### config.mk
export PLATFORM = sky130hd
export DESIGN_NAME = cmul_seq_flat
export DESIGN_NICKNAME = d
export VERILOG_FILES = /design/src/rtl/cmul_seq_if.sv /design/src/rtl/cmul_seq.sv /design/src/flat_wrapper.sv
export SDC_FILE = /design/constraint.sdc
export NUM_CORES = 1
export LEC_CHECK = 0
export CAP_MARGIN = 10
export CELL_PAD_IN_SITES_DETAIL_PLACEMENT = 1
export CELL_PAD_IN_SITES_GLOBAL_PLACEMENT = 1
export CORE_MARGIN = 5
export CORE_UTILIZATION = 47
export DETAILED_ROUTE_END_ITERATION = 6
export GPL_TIMING_DRIVEN = 0
export PLACE_DENSITY_LB_ADDON = 0.1
export SYNTH_ARGS = -nofsm -noshare
export SYNTH_HDL_FRONTEND = slang
export SYNTH_SLANG_ARGS = --single-unit
### constraint.sdc
create_clock -name clk -period 19.8 [get_ports clk]
set_input_delay 1.98 -clock clk [delete_from_list [all_inputs] [get_ports clk]]
set_output_delay 1.98 -clock clk [all_outputs]
set_load 0.01 [all_outputs]
### src/rtl/cmul_seq_if.sv
// cmul_seq_if: operand/result handshake bundle for the sequential complex multiplier.
// Latency: n/a (wires only).
// Backpressure: in_valid/in_ready on the operand side, out_valid/out_ready on the result side.
// Ports: a, b, res are packed {re, im} signed Q1.(PART_LEN-1); conj selects a*conj(b).
interface cmul_seq_if #(
   parameter int PART_LEN = 8
);
   logic                    in_valid;
   logic                    in_ready;
   logic [2*PART_LEN-1:0]   a;
   logic [2*PART_LEN-1:0]   b;
   logic                    conj;
   logic                    out_valid;
   logic                    out_ready;
   logic [2*PART_LEN-1:0]   res;

   // master drives operands and consumes results
   modport master (
      output in_valid, a, b, conj, out_ready,
      input  in_ready, out_valid, res
   );

   // slave is the multiplier itself
   modport slave (
      input  in_valid, a, b, conj, out_ready,
      output in_ready, out_valid, res
   );
endinterface

### src/rtl/cmul_seq.sv
// cmul_seq: complex multiply a*b or a*conj(b) using one shared signed multiplier over 4 cycles.
// Latency: accept at edge k -> out_valid after edge k+4; one operation in flight, 6-cycle minimum interval.
// Backpressure: in_ready only in IDLE; result held in DONE until out_ready, input never buffered.
// Ports: clk, rst (sync, active-high); bus (cmul_seq_if.slave) carries both handshakes, a, b, conj, res.
module cmul_seq #(
   parameter int PART_LEN = 8
) (
   input  logic        clk,
   input  logic        rst,
   cmul_seq_if.slave   bus
);
   localparam int PW = PART_LEN;
   localparam int AW = 2*PART_LEN + 1;

   // saturation bounds expressed at accumulator width
   localparam logic signed [AW-1:0] SMAX = {{(AW-PW+1){1'b0}}, {(PW-1){1'b1}}};
   localparam logic signed [AW-1:0] SMIN = {{(AW-PW+1){1'b1}}, {(PW-1){1'b0}}};

   typedef enum logic [2:0] {IDLE, P0, P1, P2, P3, DONE} state_t;

   state_t state, state_nxt;

   logic signed [PW-1:0]  ar, ai, br;
   logic signed [PW:0]    bi_eff;      // one extra bit so negating the most negative value is exact
   logic signed [AW-1:0]  acc_re, acc_im;
   logic [2*PW-1:0]       res_q;

   logic signed [PW:0]    bi_in;
   logic                  accept;

   logic signed [PW-1:0]  mul_x;
   logic signed [PW:0]    mul_y;
   logic signed [AW-1:0]  prod;
   logic signed [AW-1:0]  acc_im_fin;

   assign accept = (state == IDLE) && bus.in_valid;
   assign bi_in  = {bus.b[PW-1], bus.b[PW-1:0]};

   // shift back to Q1.(PW-1) (floor) and clamp into the part range
   function automatic logic [PW-1:0] scale_sat(input logic signed [AW-1:0] v);
      logic signed [AW-1:0] s;
      s = v >>> (PW-1);
      if (s > SMAX)      s = SMAX;
      else if (s < SMIN) s = SMIN;
      return s[PW-1:0];
   endfunction

   // operand select for the single shared multiplier
   always_comb begin
      mul_x = ar;
      mul_y = {br[PW-1], br};
      case (state)
         P1:      begin mul_x = ai; mul_y = bi_eff;          end
         P2:      begin mul_x = ar; mul_y = bi_eff;          end
         P3:      begin mul_x = ai; mul_y = {br[PW-1], br};  end
         default: begin mul_x = ar; mul_y = {br[PW-1], br};  end
      endcase
   end

   // PW x (PW+1) signed product fits AW bits exactly
   assign prod       = mul_x * mul_y;
   assign acc_im_fin = acc_im + prod;

   always_comb begin
      state_nxt = state;
      case (state)
         IDLE:    if (accept)        state_nxt = P0;
         P0:                         state_nxt = P1;
         P1:                         state_nxt = P2;
         P2:                         state_nxt = P3;
         P3:                         state_nxt = DONE;
         DONE:    if (bus.out_ready) state_nxt = IDLE;
         default:                    state_nxt = IDLE;
      endcase
   end

   always_ff @(posedge clk) begin
      if (rst) begin
         state  <= IDLE;
         ar     <= '0;
         ai     <= '0;
         br     <= '0;
         bi_eff <= '0;
         acc_re <= '0;
         acc_im <= '0;
         res_q  <= '0;
      end else begin
         state <= state_nxt;
         case (state)
            IDLE: begin
               if (accept) begin
                  ar     <= bus.a[2*PW-1:PW];
                  ai     <= bus.a[PW-1:0];
                  br     <= bus.b[2*PW-1:PW];
                  bi_eff <= bus.conj ? -bi_in : bi_in;
                  acc_re <= '0;
                  acc_im <= '0;
               end
            end
            P0: acc_re <= acc_re + prod;
            P1: acc_re <= acc_re - prod;
            P2: acc_im <= acc_im + prod;
            P3: begin
               acc_im <= acc_im_fin;
               res_q  <= {scale_sat(acc_re), scale_sat(acc_im_fin)};
            end
            default: ;
         endcase
      end
   end

   assign bus.in_ready  = (state == IDLE);
   assign bus.out_valid = (state == DONE);
   assign bus.res       = res_q;

endmodule

### src/flat_wrapper.sv
// flat-port wrapper written by rule: the top's interface ports become plain ports
module cmul_seq_flat 
#(
   parameter int PART_LEN = 8
)
  (clk, rst, bus_in_valid, bus_a, bus_b, bus_conj, bus_out_ready, bus_in_ready, bus_out_valid, bus_res);
  cmul_seq_if #(.PART_LEN(PART_LEN)) bus_i ();
  input  logic clk;
  input  logic rst;
  input wire logic [$bits(bus_i.in_valid)-1:0] bus_in_valid;
  input wire logic [$bits(bus_i.a)-1:0] bus_a;
  input wire logic [$bits(bus_i.b)-1:0] bus_b;
  input wire logic [$bits(bus_i.conj)-1:0] bus_conj;
  input wire logic [$bits(bus_i.out_ready)-1:0] bus_out_ready;
  output wire logic [$bits(bus_i.in_ready)-1:0] bus_in_ready;
  output wire logic [$bits(bus_i.out_valid)-1:0] bus_out_valid;
  output wire logic [$bits(bus_i.res)-1:0] bus_res;
  assign bus_i.in_valid = bus_in_valid;
  assign bus_i.a = bus_a;
  assign bus_i.b = bus_b;
  assign bus_i.conj = bus_conj;
  assign bus_i.out_ready = bus_out_ready;
  assign bus_in_ready = bus_i.in_ready;
  assign bus_out_valid = bus_i.out_valid;
  assign bus_res = bus_i.res;
  cmul_seq #(.PART_LEN(PART_LEN)) u_core (.clk(clk), .rst(rst), .bus(bus_i));
endmodule
**Yosys cells after proc, flatten, opt, wreduce, memory -nomap -nowiden**

Index checks and enable logic that the tools add are counted.
Widths: inputs -> output; s select.

- $add $sub $neg: 4
- Multiply operators: 1
- Order comparisons: 4
- Eq/ne operators: 7
- Multiplexer cells: 13
- Reductions and logical operators: 11

Operator list:

| operator | count |
|---|---|
| $pmux 17 s3 | 1 |
| $mux 8 | 5 |
| $add 17x17->17 | 2 |
| $pmux 17 s2 | 1 |
| $gt 10x8->1 const B | 2 |
| $lt 10x8->1 const B | 2 |
| $mux 9 | 2 |
| $pmux 3 s6 | 1 |
| $mul 8x9->17 | 1 |
| $mux 17 | 1 |
| $sub 17x17->17 | 1 |
| $neg 8->9 | 1 |
| $reduce_and 2->1 | 4 |
| $eq 3x2->1 const B | 2 |
| $eq 3x3->1 const B | 2 |
| $mux 3 | 2 |
| $reduce_or 2->1 | 3 |
| $eq 3x1->1 const B | 1 |
| $logic_not 3->1 | 1 |
| $reduce_bool 3->1 | 1 |
| $ne 2x1->1 const B | 1 |
| $ne 2x2->1 const B | 1 |
| $reduce_bool 2->1 | 1 |
| $logic_and 1x1->1 | 1 |

- Register bits: 86
- Input port bits: 37
- Output and inout port bits: 18
- Logic and storage cells: 48

**Longest topological paths before layout**

- Depth in word-level cells: 8
- Mapped depth: 32
- Depth with buffers taken out: 30

**Worst setup path before layout**

No wires, ideal clock.

- Path kind: register -> register
- Start: register u_core.state[1]
- End: register u_core.res_q[1], in the netlist u_core.bus.res[1]
- Library setup time: 0.080 ns
- Arrival time: 7.238 ns
- Setup slack: 12.482 ns
- Cell stages (with the launch flop): 28
- Buffers on the path: 2
- Cells stage by stage: dfxtp_1 -> buf_2 -> xnor2_1 -> nor2_1 -> buf_1 -> mux2i_1 -> nor2b_1 -> fa_1 -> fa_1 -> fa_1 -> inv_1 -> fa_1 -> inv_1 -> ha_1 -> nand3_1 -> o2111ai_4 -> o31ai_4 -> and4bb_2 -> a211oi_1 -> inv_1 -> ha_1 -> a21oi_1 -> nor2b_1 -> a311oi_1 -> xor3_1 -> o21ai_1 -> nand2_1 -> a211oi_2

- Longest elaborated chain between the ends: 8
- Elaborated cells on any way between the ends: 13
- Classes of those cells: 1 x add/sub; 1 x mul; 2 x order compare; 3 x eq/ne; 4 x mux; 2 x reduce/logical

Ends and longest elaborated chain:

| what | RTL line | text |
|---|---|---|
| start, declared | cmul_seq.sv:21 | `state_t state, state_nxt;` |
| start signal, assigned | cmul_seq.sv:88 | `state <= state_nxt;` |
| $eq 3x2->1 or $eq 3x3->1 (tied branches) | cmul_seq.sv:52, cmul_seq.sv:89 |  |
| $reduce_or 2->1 (no source line) | -- |  |
| $mux 8 or $mux 9 (tied branches) | cmul_seq.sv:52 | `case (state)` |
| $mul 8x9->17 | cmul_seq.sv:61 | `assign prod = mul_x * mul_y;` |
| $add 17x17->17 | cmul_seq.sv:62 | `assign acc_im_fin = acc_im + prod;` |
| $lt 10x8->1 | cmul_seq.sv:44 | `else if (s < SMIN) s = SMIN;` |
| $mux 8 | cmul_seq.sv:44 |  |
| $mux 8 | cmul_seq.sv:43 | `if (s > SMAX) s = SMAX;` |
| end signal, assigned | cmul_seq.sv:105 | `res_q <= {scale_sat(acc_re), scale_sat(acc_im_fin)};` |
| end, declared | cmul_seq.sv:26 | `logic [2*PW-1:0] res_q;` |

Parallel ways exist; a longest one is shown, timed or not.
A chain may end at the register's enable or synchronous reset.

**Worst setup path after layout**

Same ends and word-level chain as after synthesis.

==> metrics.md <==
| Metric | Value |
|---|---|
| Run status | `finished, final reports clean` |
| Number of hold violations in the final report | `0` |
| Layout overhead on the synthesized area | `13.7%` |
| Fraction of layout cells with a size suffix above 1 | `0.0692` |
| Post-detailed-route count of antenna-violating nets | `0` |
| Residual overflow from global routing | `0` |
| Final weighted congestion of routability-driven global placement | `0.848` |
| Slowest stage delay, CP | `between 1000 and 1500 ps` |
| Crit path kind | `reg -> reg` |
| Worst EP arrival | `just over 9000 ps` |
| Mapped Avg Cell Area | `around 8.4 sq um` |
| Vert. Die Dim | `around 140 um` |
| Maximum vdd drop | `around 0.000073 V` |
| First-pass GRT wire length | `approximately 36000 um` |
| Starting density of the core | `0.474` |
| Post-CTS Hold Fix Bufs | `0` |
| Number of max-slew violations in the final report | `0` |
| Cell count after placement | `1249` |
| Cell Area, Synth | `approximately 8000 sq um` |
| Count of standard-cell rows | `48` |
| Clock-pin slew on the worst setup and hold paths | `about 70 ps` |
| Class of the tightest hold or removal check | `reg -> reg` |
| Maximum number of pins on one net before global-route repair | `16` |
| CTS tree | `done` |
| Shortest period the worst path allows | `~9000 ps` |
| Average routed wire per standard cell | `17.6 um` |
| Critical path peak fanout | `10` |
| Number of register bits inferred by synthesis | `between 80 and 90` |
| Worst setup EP type | `flip-flop` |
| Fraction of power spent switching nets | `0.456` |
| Global router's overall resource usage | `0.227` |
| Die W | `between 100 and 150 um` |
| CORE AREA | `between 15000 and 20000 sq um` |
| Iteration-0 DRC Markers | `about 300` |
| Share of power burned in the clock network | `0.184` |
| CP max-delay cell | `sky130_fd_sc_hd__mux2i_1` |
| Die Outline Area | `about 20000 sq um` |
| Leakage | `a little over 0.004 uW` |
| Number of nets in the synthesized netlist | `approximately 1100` |
| Total number of vias | `7038` |
| Max-slew headroom at the worst pin | `0.218` |
| Total detailed-routing wirelength | `22300 um` |
| Count of boundary I/O pins | `55` |
| Number of antenna diodes | `0` |
| Via count of the first global-routing pass | `a little over 7000` |
| Fmax | `approximately 110 MHz` |
| Clock latency on the worst-skew pair | `between 300 and 400 ps` |
| Number of buffers inserted by port buffering | `53` |
| Total of cells resized after clock tree synthesis | `0` |
| Number of antenna violations at the first check in global routing | `0` |
| Worst setup skew after layout | `between 10 and 15 ps` |
| RSZ-0062 raised after global routing | `no` |
| Primary FF master, synth | `sky130_fd_sc_hd__dfxtp_1` |
| Combinational share of power | `0.596` |
| Post-synth ARST share | `0` |
| Pin slew with the least headroom to its limit | `between 1000 and 1500 ps` |
| Total number of yosys warnings | `0` |
| Final period util | `0.446` |
| Maximum clock insertion buffer count | `2` |
| Number of standard cells after synthesis | `between 900 and 1000` |
| Sequential share of the synthesized area | `0.212` |
| Number of clock buffers inserted by TritonCTS | `9` |
| Synth unique cells | `slightly above 70` |
| Switching power total | `approximately 440 uW` |
| Ratio of total power to cell area | `104 nW/um^2` |
| Number of nets in the final layout | `1201` |
| Number of optimization iterations in the first detailed-route pass | `5` |
| Level count of the clock H-tree | `3` |
| Share of total power in sequential cells | `0.220` |
| HPWL after detailed placement | `roughly 18000 um` |
| Number of standard cells in the final layout excluding fillers | `between 1000 and 1500` |
| Remaining routing DRC violations | `0` |
| Number of filler cells placed in the layout | `about 2100` |
| Setup TNS | `0 ps` |
| Clock net sink count | `86` |
| # setup viols final | `0` |
| Crit path launch type | `flip-flop` |
| Vias per cell | `between 5 and 6` |
| Setup Buffers After CTS | `0` |
| Root buffer selected by CTS | `sky130_fd_sc_hd__clkbuf_16` |
| Total internal power | `around 520 uW` |
| Number of max-cap violations | `0` |
| Post-synth EDFFs | `0` |
| Most frequent cell on the critical path | `sky130_fd_sc_hd__fa_1` |
| Data required time of the critical path | `20070 ps` |
-- state kept, by name, summed over array words and instances (netlist names) --
register,cells
u_core.acc_im,17
u_core.acc_re,17
u_core.bus.res,16
u_core.bi_eff,9
u_core.ai,8
u_core.ar,8
u_core.br,8
u_core.state,3
-- layout by cell type, fill, tap and decap left out, drive strengths merged, types with 14 or more instances in the layout --
cell | Yosys | final
o21ai | 27 | 27
nor2 | 133 | 133
nor3 | 18 | 18
a21oi | 57 | 57
xor2 | 15 | 15
dfxtp | 86 | 86
a22oi | 25 | 25
clkdlybuf4s50 | 0 | 53
a211oi | 24 | 24
inv | 107 | 108
mux2i | 18 | 18
nand3 | 14 | 14
ha | 66 | 66
xnor2 | 45 | 45
clkbuf | 24 | 33
fa | 63 | 63
nand2 | 110 | 110
-- Yosys cell counts, drive strengths merged, types with 24 or more instances --
cell / count / area share
clkbuf: 24 / 0.011
a22oi: 25 / 0.024
dfxtp: 86 / 0.21
a211oi: 24 / 0.031
o21ai: 27 / 0.017
ha: 66 / 0.10
xnor2: 45 / 0.050
nor2: 133 / 0.063
fa: 63 / 0.16
inv: 107 / 0.049
nand2: 110 / 0.051
a21oi: 57 / 0.036
-- cell type report --
type,count,area (sq um),share of cell area
multi-input cells,748,5880,0.637
flip-flops and latches,86,1720,0.187
repair buffers,53,531,0.0575
inverters,107,402,0.0435
well taps,225,282,0.0305
clock buffers,9,225,0.0244
plain buffers,30,118,0.0127
clock inverters,7,73.8,0.00800
-- power by group through the flow --
stage          logic, uW  registers (uW)  clock network (uW)
2_1_floorplan        429             208                   0
5_1_grt              629             213                 187
6_report             572             211                 176
4_1_cts              570             210                 179
3_5_place_dp         561             213                   0
3_3_place_gp         547             213                   0
-- logic make-up after synthesis --
logic type,synth area share
simple gates,0.184
flops,0.212
buf+inv,0.0640
xor+xnor,0.0695
fa+ha+maj,0.257
compound gates,0.179
mux,0.0347
-- metal layers --
metal	vias up	global-route usage	wire length [um]
li1	3398	-	-
met1	3511	0.313	10500
met2	106	0.379	10600
met3	23	0.0320	845
met4	0	0.0535	338
met5	-	0	0
-- worst paths after layout --
kind | to | depth (start not counted) | startpoint | slack [ps]
worst max-delay path | u_core.bus.res[1] | 27 | u_core.state[1] | 10970
worst min-delay path | u_core.br[2] | 2 | u_core.br[2] | 450
worst max register to register | u_core.bus.res[1] | 27 | u_core.state[1] | 10970
worst min register to register | u_core.br[2] | 2 | u_core.br[2] | 450
-- stage by stage --
stage	worst slack, ps	hold slack [ps]	util	power [uW]	instance area [sq um]
floorplan	12480	432	-	637	8120
CTS	10940	456	0.539	959	9230
detailed placement	10990	448	0.522	774	8930
global placement	11160	440	0.522	760	8930
global route	10460	477	0.539	1030	9230
finish	10970	451	0.539	959	9230
-- critical path, delay by kind of cell, from the launching register on --
family / cells / cell delay [ps]
DFF: 1 / 300
muxes: 1 / 1010
AOI/OAI and AO/OA: 7 / 1940
buffers and inverters: 5 / 1040
and+or+nand+nor: 6 / 1010
adders and majority gates: 6 / 2910
xor gates and xnor gates: 2 / 520
(Power assumes the default switching activity.)
